`src/rtl/pipe_reg_chain_pkg.sv`:
```
// pipe_reg_chain_pkg
//   Shared constants for the stage-boundary register chains of the RISC toy
//   core: default NOP payloads per boundary and a sizing helper for the
//   occupancy counter.
package pipe_reg_chain_pkg;

   // D/E control bundle. WEN and DREQ are inactive-high, so a NOP drives them to 1.
   typedef struct packed {
      logic       wen;
      logic       dreq;
      logic [1:0] alu_op;
      logic       br;
      logic       jmp;
   } de_ctrl_t;

   localparam de_ctrl_t    DE_CTRL_NOP = '{wen: 1'b1, dreq: 1'b1, alu_op: 2'b00, br: 1'b0, jmp: 1'b0};
   localparam logic [31:0] FD_INSN_NOP = 32'h0000_0013;
   localparam logic [31:0] EM_DATA_NOP = 32'h0000_0000;

   // Bits needed to count 0..depth valid slots.
   function automatic int occ_width(input int depth);
      return $clog2(depth + 1);
   endfunction

endpackage

```
`src/rtl/pipe_reg_chain_slot.sv`:
```
// pipe_reg_chain_slot
//   One valid+data register of the chain. An empty slot always carries NOP_VAL.
// Ports:
//   clk        rising-edge clock
//   rst        synchronous active-high reset (wins over everything)
//   clear      synchronous kill (flush)
//   load       take src_valid/src_data this cycle, otherwise hold
//   src_valid  valid bit of the source (upstream slot or chain input)
//   src_data   payload of the source
//   v, d       registered valid and payload
module pipe_reg_chain_slot
   import pipe_reg_chain_pkg::*;
#(
   parameter int               WIDTH   = 32,
   parameter logic [WIDTH-1:0] NOP_VAL = {WIDTH{1'b0}}
) (
   input  logic             clk,
   input  logic             rst,
   input  logic             clear,
   input  logic             load,
   input  logic             src_valid,
   input  logic [WIDTH-1:0] src_data,
   output logic             v,
   output logic [WIDTH-1:0] d
);

   logic             v_q, v_d;
   logic [WIDTH-1:0] d_q, d_d;

   always_comb begin
      v_d = v_q;
      d_d = d_q;
      if (clear) begin
         v_d = 1'b0;
         d_d = NOP_VAL;
      end else if (load) begin
         // Loading from an empty source scrubs the payload to NOP.
         v_d = src_valid;
         d_d = src_valid ? src_data : NOP_VAL;
      end
   end

   always_ff @(posedge clk) begin
      if (rst) begin
         v_q <= 1'b0;
         d_q <= NOP_VAL;
      end else begin
         v_q <= v_d;
         d_q <= d_d;
      end
   end

   assign v = v_q;
   assign d = d_q;

endmodule

```
`src/rtl/pipe_reg_chain.sv`:
```
// pipe_reg_chain
//   Stallable, flushable stage boundary of DEPTH register slots with
//   valid/ready on both sides. COLLAPSE=1 lets bubbles be squeezed out under
//   a downstream stall; COLLAPSE=0 shifts all slots together.
// Ports:
//   CLK, RST             clock, synchronous active-high reset
//   FLUSH                synchronous kill of all slots (gates both handshakes)
//   IN_VALID/IN_READY    upstream handshake, IN_DATA payload into slot 0
//   OUT_VALID/OUT_READY  downstream handshake, OUT_DATA from slot DEPTH-1
//   OCC                  number of valid slots
//   STALL_CNT            saturating count of stalled output cycles
module pipe_reg_chain
   import pipe_reg_chain_pkg::*;
#(
   parameter int               WIDTH    = 32,
   parameter int               DEPTH    = 2,
   parameter logic [WIDTH-1:0] NOP_VAL  = {WIDTH{1'b0}},
   parameter bit               COLLAPSE = 1'b1,
   parameter int               CNTW     = 16
) (
   input  logic                       CLK,
   input  logic                       RST,
   input  logic                       FLUSH,
   input  logic                       IN_VALID,
   output logic                       IN_READY,
   input  logic [WIDTH-1:0]           IN_DATA,
   output logic                       OUT_VALID,
   input  logic                       OUT_READY,
   output logic [WIDTH-1:0]           OUT_DATA,
   output logic [$clog2(DEPTH+1)-1:0] OCC,
   output logic [CNTW-1:0]            STALL_CNT
);

   localparam int             OCCW    = occ_width(DEPTH);
   localparam logic [OCCW:0]  OCC_MAX = (OCCW + 1)'(DEPTH);

   logic [DEPTH-1:0] v;
   logic [WIDTH-1:0] d [DEPTH];
   logic [DEPTH-1:0] adv;
   logic [DEPTH-1:0] src_v;
   logic [WIDTH-1:0] src_d [DEPTH];

   logic             in_fire, out_fire;
   logic [OCCW-1:0]  occ_q, occ_d;
   logic [OCCW:0]    occ_sum;
   logic [CNTW-1:0]  stall_cnt_q, stall_cnt_d;

   // Ready ripples from the output back to slot 0. Without collapsing, every
   // slot sees the last slot's advance so interior bubbles stay put.
   always_comb begin
      logic a;
      a            = ~v[DEPTH-1] | OUT_READY;
      adv          = '0;
      adv[DEPTH-1] = a;
      for (int i = DEPTH - 2; i >= 0; i--) begin
         if (COLLAPSE) a = ~v[i] | a;
         adv[i] = a;
      end
   end

   always_comb begin
      src_v    = '0;
      src_v[0] = IN_VALID;
      src_d[0] = IN_DATA;
      for (int i = 1; i < DEPTH; i++) begin
         src_v[i] = v[i-1];
         src_d[i] = d[i-1];
      end
   end

   for (genvar i = 0; i < DEPTH; i++) begin : g_slot
      pipe_reg_chain_slot #(
         .WIDTH   (WIDTH),
         .NOP_VAL (NOP_VAL)
      ) u_slot (
         .clk       (CLK),
         .rst       (RST),
         .clear     (FLUSH),
         .load      (adv[i]),
         .src_valid (src_v[i]),
         .src_data  (src_d[i]),
         .v         (v[i]),
         .d         (d[i])
      );
   end

   assign OUT_DATA  = d[DEPTH-1];
   assign OUT_VALID = v[DEPTH-1] & ~FLUSH;
   assign IN_READY  = adv[0] & ~FLUSH;
   assign in_fire   = IN_VALID & IN_READY;
   assign out_fire  = OUT_VALID & OUT_READY;

   always_comb begin
      occ_sum = {1'b0, occ_q} + (OCCW + 1)'(in_fire);
      if (out_fire) occ_sum = (occ_sum == '0) ? '0 : occ_sum - (OCCW + 1)'(1);
      if (occ_sum > OCC_MAX) occ_sum = OCC_MAX;
      occ_d = FLUSH ? '0 : occ_sum[OCCW-1:0];
   end

   // Flush does not clear the stall history; it only masks counting.
   always_comb begin
      stall_cnt_d = stall_cnt_q;
      if (v[DEPTH-1] & ~OUT_READY & ~FLUSH & (stall_cnt_q != {CNTW{1'b1}}))
         stall_cnt_d = stall_cnt_q + CNTW'(1);
   end

   always_ff @(posedge CLK) begin
      if (RST) begin
         occ_q       <= '0;
         stall_cnt_q <= '0;
      end else begin
         occ_q       <= occ_d;
         stall_cnt_q <= stall_cnt_d;
      end
   end

   assign OCC       = occ_q;
   assign STALL_CNT = stall_cnt_q;

endmodule

```
`config.mk`:
```
export PLATFORM = sky130hd
export DESIGN_NAME = pipe_reg_chain
export DESIGN_NICKNAME = d
export VERILOG_FILES = /design/src/rtl/pipe_reg_chain_pkg.sv /design/src/rtl/pipe_reg_chain_slot.sv /design/src/rtl/pipe_reg_chain.sv
export SDC_FILE = /design/constraint.sdc
export NUM_CORES = 1
export LEC_CHECK = 0
export CORE_MARGIN = 1.5
export CORE_UTILIZATION = 55
export CTS_BUF_LIST = sky130_fd_sc_hd__clkbuf_8
export CTS_CLUSTER_SIZE = 16
export DETAILED_ROUTE_END_ITERATION = 10
export DONT_BUFFER_PORTS = 1
export GPL_TIMING_DRIVEN = 0
export PLACE_DENSITY_LB_ADDON = 0.3
export SLEW_MARGIN = 40
export SYNTH_ARGS = -nofsm -noshare
export SYNTH_HDL_FRONTEND = slang
export SYNTH_SLANG_ARGS = --single-unit
```
`constraint.sdc`:
```
create_clock -name CLK -period 2.55 [get_ports CLK]
set_clock_uncertainty 0.15 [all_clocks]
set_input_delay 0.6375 -clock CLK [delete_from_list [all_inputs] [get_ports CLK]]
set_output_delay 0.6375 -clock CLK [all_outputs]
set_load 0.02 [all_outputs]
```
== Word-level counts from Yosys, hierarchy flattened ==
Cells that the tools add are included.
Storage, ports and cells
  bits in registers: 84
  input bits: 37
  output and inout bits: 52
  logic and storage cells: 33
Operators by class
  $add $sub $neg: 3
  $lt $le $gt $ge: 1
  equality and inequality tests: 1
  muxes and demuxes: 5
  bitwise operators: 13
  reductions and logical operators: 3
Operators with widths (number)
  two-way mux 32 bit: 2
  adder 16 x 1 -> 16 bit, second input constant: 1
  inequality test 16 bit, second input constant: 1
  bitwise AND 1 bit: 7
  two-way mux 3 bit: 2
  inverter 1 bit: 4
  adder 2 x 1 -> 3 bit: 1
  greater-than comparator 3 x 2 -> 1 bit, second input constant: 1
  zero test 3 bit: 1
  OR reduction 3 bit: 1
  subtractor 3 x 1 -> 3 bit, second input constant: 1
  two-way mux 2 bit: 1
  bitwise OR 1 bit: 2
  OR reduction 2 bit: 1

== Logic depth before layout (Yosys ltp) ==
Gate-level depths: netlist of run 1.
  depth after elaboration: 11
  gate-level depth with buffers: 10
  gate-level depth less buffers: 8

== By module ==
From an unflattened synthesis of run 1, not the netlist that was laid out.
Second synthesis, totals
  cell total of the unflattened synthesis: 409
  area total of the unflattened synthesis: 3833.7 µm²
By module, submodules not included
  pipe_reg_chain_slot: instances 2, cells each 147, area an instance 1422.6 µm², sequential area each 660.6 µm²
  pipe_reg_chain: instances 1, cells each 115, area an instance 988.4 µm², sequential area each 360.3 µm²

== Least setup slack after synthesis of run 1 ==
Ideal clock, no wire load.
  path type: input -> register
  start point: input port OUT_READY
  end point: register occ_q[0] (netlist: OCC[0])
  setup time: 0.086 ns
  arrival time: 2.402 ns
  data required time: 2.314 ns
  path slack: -0.088 ns
  stages: 10
  buffers on the path: 2
  cells stage by stage: nor2b_1 clkbuf_1 and2_1 clkbuf_1 nor2_1 and2_1 ha_1 ha_1 nand3b_1 a211oi_1
Between the ends
  cells in the longest elaborated chain, start to end: 10
  elaborated cells on any way between the ends: 12
  those cells by class: 2 x add/sub; 1 x order compare; 2 x mux; 5 x bitwise; 2 x reduce/logical
RTL lines
  start, declared: RTL line pipe_reg_chain.sv:28  | input logic OUT_READY,
  bitwise OR 1 bit *: RTL line pipe_reg_chain.sv:52  | a = ~v[DEPTH-1] | OUT_READY;
  bitwise OR 1 bit *: RTL line pipe_reg_chain.sv:56  | if (COLLAPSE) a = ~v[i] | a;
  bitwise AND 1 bit *: RTL line pipe_reg_chain.sv:89  | assign IN_READY = adv[0] & ~FLUSH;
  net IN_READY: RTL line pipe_reg_chain.sv:25  | output logic IN_READY,
  bitwise AND 1 bit *: RTL line pipe_reg_chain.sv:90  | assign in_fire = IN_VALID & IN_READY;
  adder 2 x 1 -> 3 bit *: RTL line pipe_reg_chain.sv:94  | occ_sum = {1'b0, occ_q} + (OCCW + 1)'(in_fire);
  subtractor 3 x 1 -> 3 bit or zero test 3 bit (tied branches): RTL line pipe_reg_chain.sv:95  | if (out_fire) occ_sum = (occ_sum == '0) ? '0 : occ_sum - (OCCW + 1)'(1);
  two-way mux 3 bit: RTL line pipe_reg_chain.sv:95
  two-way mux 3 bit *: RTL line pipe_reg_chain.sv:95
  greater-than comparator 3 x 2 -> 1 bit: RTL line pipe_reg_chain.sv:96  | if (occ_sum > OCC_MAX) occ_sum = OCC_MAX;
  OR reduction 3 bit (no source line)
  end signal, assigned: RTL line pipe_reg_chain.sv:109  | occ_q <= '0;
  end signal, assigned: RTL line pipe_reg_chain.sv:112  | occ_q <= occ_d;
  end, declared: RTL line pipe_reg_chain.sv:44  | logic [OCCW-1:0] occ_q, occ_d;
The timed path passes the listed nets; every way through them passes the cells marked *.
A chain may end at the register's enable or synchronous reset.

== Worst setup path in the final report of run 1 ==
  start point: register g_slot[1].u_slot.v_q
  end point: register occ_q[0] (netlist: OCC[0])
Between the ends
  cells in the longest elaborated chain, start to end: 11
  elaborated cells on any way between the ends: 14
  those cells by class: 2 x add/sub; 1 x order compare; 2 x mux; 7 x bitwise; 2 x reduce/logical
RTL lines
  start, declared: RTL line pipe_reg_chain_slot.sv:27  | logic v_q, v_d;
  start signal, assigned: RTL line pipe_reg_chain_slot.sv:48  | v_q <= v_d;
  inverter 1 bit *: RTL line pipe_reg_chain.sv:52
  bitwise OR 1 bit *: RTL line pipe_reg_chain.sv:52
  bitwise OR 1 bit *: RTL line pipe_reg_chain.sv:56
  bitwise AND 1 bit *: RTL line pipe_reg_chain.sv:89
  net IN_READY: RTL line pipe_reg_chain.sv:25
  bitwise AND 1 bit *: RTL line pipe_reg_chain.sv:90
  adder 2 x 1 -> 3 bit *: RTL line pipe_reg_chain.sv:94
  subtractor 3 x 1 -> 3 bit or zero test 3 bit (tied branches): RTL line pipe_reg_chain.sv:95
  two-way mux 3 bit: RTL line pipe_reg_chain.sv:95
  two-way mux 3 bit *: RTL line pipe_reg_chain.sv:95
  greater-than comparator 3 x 2 -> 1 bit: RTL line pipe_reg_chain.sv:96
  OR reduction 3 bit (no source line)
Marked as above.

==> flow_summary.toml, run 1 <==
[run_status]
outcome = "completed"

[critical_path]
worstPathRequired_ps = 2650
setup.worst_path.end_class = "flop"
critPathArrivalTime_ps = 2530
critPathLaunchType = "flop"
critPathKind = "reg -> reg"
cp_max_fo = 8

[global_routing]
grt_pass1_wl_mm = 13.2
grt_max_degree = 17
grt_pass1_vias = 2881
antenna_found_initial = 0
grt_usage_pct = 23.5
grt.overflow.total = 0

[clocking]
post_cts_buffers = 0
h-tree-depth = 3
insertion_delay_ps = 350
cts_buffers = 9
cts.clk_slew.worst_paths_ps = 90
cts_hold_buf = 0
cts.sinks = 84
root_buffer = "clkbuf_8"
tritoncts = "built"
cts_buffer_depth = 2

[sta]
fin_crit_ps = 2430
rsz0062_at_grt = "false"
fin_crit_sh_pct = 95.5
fin_ws_ps = 116
worst_pin_slew_ps = 781
setup_viol = 0
slew_violations = 0
hold_viol = 0
fmax_ghz = 0.411
relSlewSlack_pct = 47.4

[yosys]
yosys.area.top_type = "dfxtp_1"
synthTopCellsByArea = "dfxtp_1 (48%), a21oi_1 (11%), nand3_1 (9.6%), nand2_1 (7.3%), buf_4 (6.8%)"
syn_area_per_cell_um2 = 8.06
synth_cells = 438
syn_area_mm2 = 0.00353
synth-warning-count = 0
yosysMostFrequentCell = "dfxtp_1"
syn_nets = 478
synth_top_area_share_pct = 47.6
yosys-top-cells-count = "dfxtp_1 (84), a21oi_1 (78), nand2_1 (69)"
async_flop_share_pct = 0
synth_cell_types = 34
synth_seq_cells = 84
synth_edf_count = 0
seq_area_frac_synth_pct = 47.6
yosys_most_used_dff = "dfxtp_1"

[cells_and_area]
diodes = 0
seqCellArea_mm2 = 0.00168
nNetsFinal = 489
drive_above_1_share_pct = 12.3
multi_input_area_mm2 = 0.00148
fillCellCount = 582
fin_cells = 531
area_growth_pct = 8.82

[worst_hold_path]
hp-class = "in -> reg"

[power_and_ir_drop]
power.leakage_uw = 0.00127
p_per_area_mw_per_mm2 = 623
irDropWorstVdd_uv = 358

[routing]
dr.pass1.iters = 4
drt-initial-drc-count = 166
post-route-drc-count = 0
routedWlPerCell_um = 15.1
vias = 3028
routed_wl_mm = 8.02
vias_per_cell = 5.70
antenna_left = 0

[floorplanning]
die_y_um = 83.1
row_count = 29
core_mm2 = 0.00628
die_x_um = 83.1
pin_count = 89
dieArea_mm2 = 0.00691
start_util_pct = 56.2

[place]
io_buffers = 0
dp_hpwl_mm = 5.58
place_ws_ps = -274
dp_cells = 515
place_congestion = 0.805

[job]
drv_cap = 0
[placed cells by master, fill, tap and decap left out, drive strengths merged]
| cell type | count |
|---|---|
| dfxtp | 84 |
| a21oi | 78 |
| nand2 | 69 |
| nand3 | 68 |
| clkbuf | 38 |
| buf | 37 |
| nor2 | 10 |
| o31ai | 7 |
| or4 | 7 |
| nand4 | 6 |
| o21ai | 6 |
| or3 | 6 |
| inv | 5 |
| nand3b | 3 |
| nor4 | 3 |
| ha | 3 |
| nor2b | 2 |
| and2 | 2 |
| and4 | 2 |
| and3 | 2 |
| nand2b | 2 |
| clkinvlp | 2 |
| or2b | 1 |
| or2 | 1 |
| or3b | 1 |
| nor3b | 1 |
| nor3 | 1 |
| o311ai | 1 |
| xor2 | 1 |
| a311oi | 1 |
| mux2i | 1 |
| a211oi | 1 |
| clkinv | 1 |
| bufinv | 1 |
[through the flow]
stage                     cell area (um^2)  util (%)  total power (uW)  hold WS [ps]  TNS [ps]
after floorplan                       3530         -              1430           282         0
after global placement                3630      57.8              1450           289      -220
after detailed placement              3630      57.8              1450           294      -348
after CTS                             3840      61.1              2410           278         0
after global routing                  3840      61.2              2480           278         0
final                                 3840      61.2              2390           289         0
[per-layer routing]
| metal | vias to the layer above | track usage [%] | part of all wire (%) |
|---|---|---|---|
| met5 | - | 0 | 0 |
| met3 | 7 | 5.37 | 6.2 |
| li1 | 1516 | - | - |
| met1 | 1412 | 30.9 | 44 |
| met2 | 93 | 37.8 | 49 |
| met4 | 0 | 8.64 | 1.0 |
[worst max-delay path, cell delays in order (launching register included)]
cell and delay [ps]:
dfxtp_2 370, nor2b_1 150, clkbuf_2 190, and2_1 130
buf_2 200, nor2_4 80, and2_1 160, ha_1 180
ha_1 300, nand3b_1 170, a211oi_1 240
[path summary, 6_finish.rpt]
kind,end,from,slack [ps],cells past startpoint
worst min-delay path,g_slot[0].u_slot.d[5],IN_DATA[5],290,2
worst max-delay path,OCC[0],g_slot[1].u_slot.v,120,10
worst max register to register,OCC[0],g_slot[1].u_slot.v,120,10
worst min register to register,g_slot[1].u_slot.d[20],g_slot[1].u_slot.d[20],310,2
[power by group]
part	switching (uW)	internal [uW]	total, uW	leakage (uW)
Sequential	9.32	1330	1340	0.000680
Clock	504	464	968	0.0000968
Combinational	61.1	26.6	87.7	0.000497
Total	574	1820	2390	0.00127
[flip-flops by register name (all words and copies together) (netlist names)]
signal,count
OCC,2
STALL_CNT,16
g_slot.u_slot.v,2
g_slot.u_slot.d,64
[final cells by class]
type | instances | share of cell area, %
inverters | 2 | 0.195
flip-flops and latches | 84 | 43.8
well taps | 77 | 2.51
clock buffers | 9 | 3.22
plain buffers | 66 | 9.67
clock inverters | 7 | 2.08
multi-input cells | 286 | 38.5
[logic make-up after synthesis]
family | count (synthesis) | synth area share (%)
compound gates | 94 | 14.1
xor+xnor | 1 | 0.248
fa+ha+maj | 3 | 1.06
buf+inv | 68 | 10.7
flops | 84 | 47.6
mux | 1 | 0.283
simple gates | 187 | 26.0
[timing repair]
action,CTS,global route
cloned,0,0
setup endpoints to repair,2,1
resized for setup,1,3
Note: power is estimated with default switching activity, not from simulation.
==> run 2: changes to the inputs <==
RECOVER_POWER = 50   (was not set)
==> run 2 against run 1 <==
Fmax is essentially flat; global-route usage stayed put; sequential power barely moved; count of clock-buffer cells in the layout unchanged; critical path type unchanged.
==> flow_summary.toml, run 2 (synthesis results as in run 1) <==
[clocking]
cts.sinks = 84
tritoncts = "built"
cts_buffers = 9
cts_buffer_depth = 2
cts.clk_slew.worst_paths_ps = 90
root_buffer = "clkbuf_8"
insertion_delay_ps = 350
h-tree-depth = 3
post_cts_buffers = 0
cts_hold_buf = 0

[global_routing]
grt_pass1_wl_mm = 13.2
busiest_layer = "met2"
met3_usage_pct = 5.37
grt.overflow.total = 0
grt.met2_usage_pct = 37.8
antenna_found_initial = 0
grt_pass1_vias = 2881
grt_usage_pct = 23.5
met1_usage_pct = 30.9
grt_max_degree = 17

[cells_and_area]
area_growth_pct = 5.42
nNetsFinal = 489
final_util_pct = 59.3
drive_above_1_share_pct = 5.29
fillCellCount = 603
final_cell_mix = "dfxtp_1 (83), a21oi_1 (78), nand2_1 (69), nand3_1 (68), clkbuf_1 (60)"
diodes = 0
final_common_cell = "dfxtp_1"
largest_reg_flops = 64

[routing]
antenna_left = 0
routed_wl_mm = 8.01
drt-initial-drc-count = 155
dr.pass1.iters = 4
routedWlPerCell_um = 15.1
vias_per_cell = 5.71
post-route-drc-count = 0
vias = 3032

[sta]
slew_violations = 0
fin_crit_sh_pct = 95.5
whs_ps = 289
worst_pin_slew_ps = 782
relSlewSlack_pct = 47.4
setup_viol = 0
finalSetupTns_ps = 0
hold_viol = 0
fmax_ghz = 0.411
rsz0062_at_grt = "false"
fin_ws_ps = 115
fin_crit_ps = 2440

[power_and_ir_drop]
p_per_area_mw_per_mm2 = 642
power.leakage_uw = 0.00114
irDropWorstVdd_uv = 358

[floorplanning]
start_util_pct = 56.2
dieArea_mm2 = 0.00691
pin_count = 89
row_count = 29
die_y_um = 83.1
die_x_um = 83.1
core_mm2 = 0.00628

[place]
io_buffers = 0
dp_hpwl_mm = 5.58
place_congestion = 0.805
place_ws_ps = -274

[critical_path]
critPathLaunchType = "flop"
slowest_delay_ps = 380
crit_family = "simple AND/OR/NAND/NOR gates"
critPathKind = "reg -> reg"
cp_max_fo = 8
cpMaxStageDelayCell = "dfxtp_2"
cp_cell_sequence = "nor2b_1, clkbuf_2, and2_1, buf_2, nor2_4, and2_1, ha_1, ha_1, nand3b_1, a211oi_1"
cp_num_buf_inv = 2
r2r_slack_ps = 110
setup.worst_path.end_class = "flop"
critPathArrivalTime_ps = 2540
worstPathRequired_ps = 2650

[worst_hold_path]
hp-class = "in -> reg"

[job]
drv_cap = 0

[run_status]
outcome = "completed"
-- run 2: cell types whose count changed in the layout (fill, tap and decap cells not counted) --
cell,delta
clkbuf_1,+32
buf_4,-32
-- run 2: worst paths after layout --
check                    startpoint                endpoint  depth (start not counted)
min                      IN_DATA[5]   g_slot[0].u_slot.d[5]                          2
max reg2reg      g_slot[1].u_slot.v                  OCC[0]                         10
min reg2reg  g_slot[1].u_slot.d[20]  g_slot[1].u_slot.d[20]                          2
max              g_slot[1].u_slot.v                  OCC[0]                         10
-- run 2: power by group --
part	internal, uW	switching [uW]	leakage (uW)	total, uW
logic	25.8	61.2	0.000360	87.0
clock network	464	502	0.0000968	967
registers	1330	9.29	0.000680	1340
-- run 2: through the flow --
stage,cell area [um^2],power [uW],cells
finish,3720,2390,531
detailed placement,3630,1450,515
floorplan,3530,1430,438
CTS,3840,2410,531
global route,3720,2480,531
global placement,3630,1450,515
-- run 2: area by class of cell --
type	count	area, um^2	area share (%)
Tap cell	77	96.3	2.59
Inverter	2	7.51	0.202
Clock buffer	9	124	3.33
Multi-Input combinational cell	286	1480	39.8
Clock inverter	7	80.1	2.15
Sequential cell	84	1680	45.2
Buffer	66	251	6.76
-- run 2: timing repair --
item / in CTS / in global routing
gates resized for setup: 1 / 3
gates cloned: 0 / 0
setup endpoints to repair: 2 / 1
-- run 2: per-layer routing --
layer / up-vias / part of all wire [%]
met5: - / 0
met4: 0 / 1.0
met3: 7 / 5.4
met2: 93 / 48
met1: 1414 / 46
li1: 1518 / -
-- run 2: worst register-to-register path, stage by stage (launching register included) --
cell	delay, ps
dfxtp_2	380
nor2b_1	160
clkbuf_2	190
and2_1	130
buf_2	200
nor2_4	80
and2_1	160
ha_1	180
ha_1	300
nand3b_1	170
a211oi_1	240
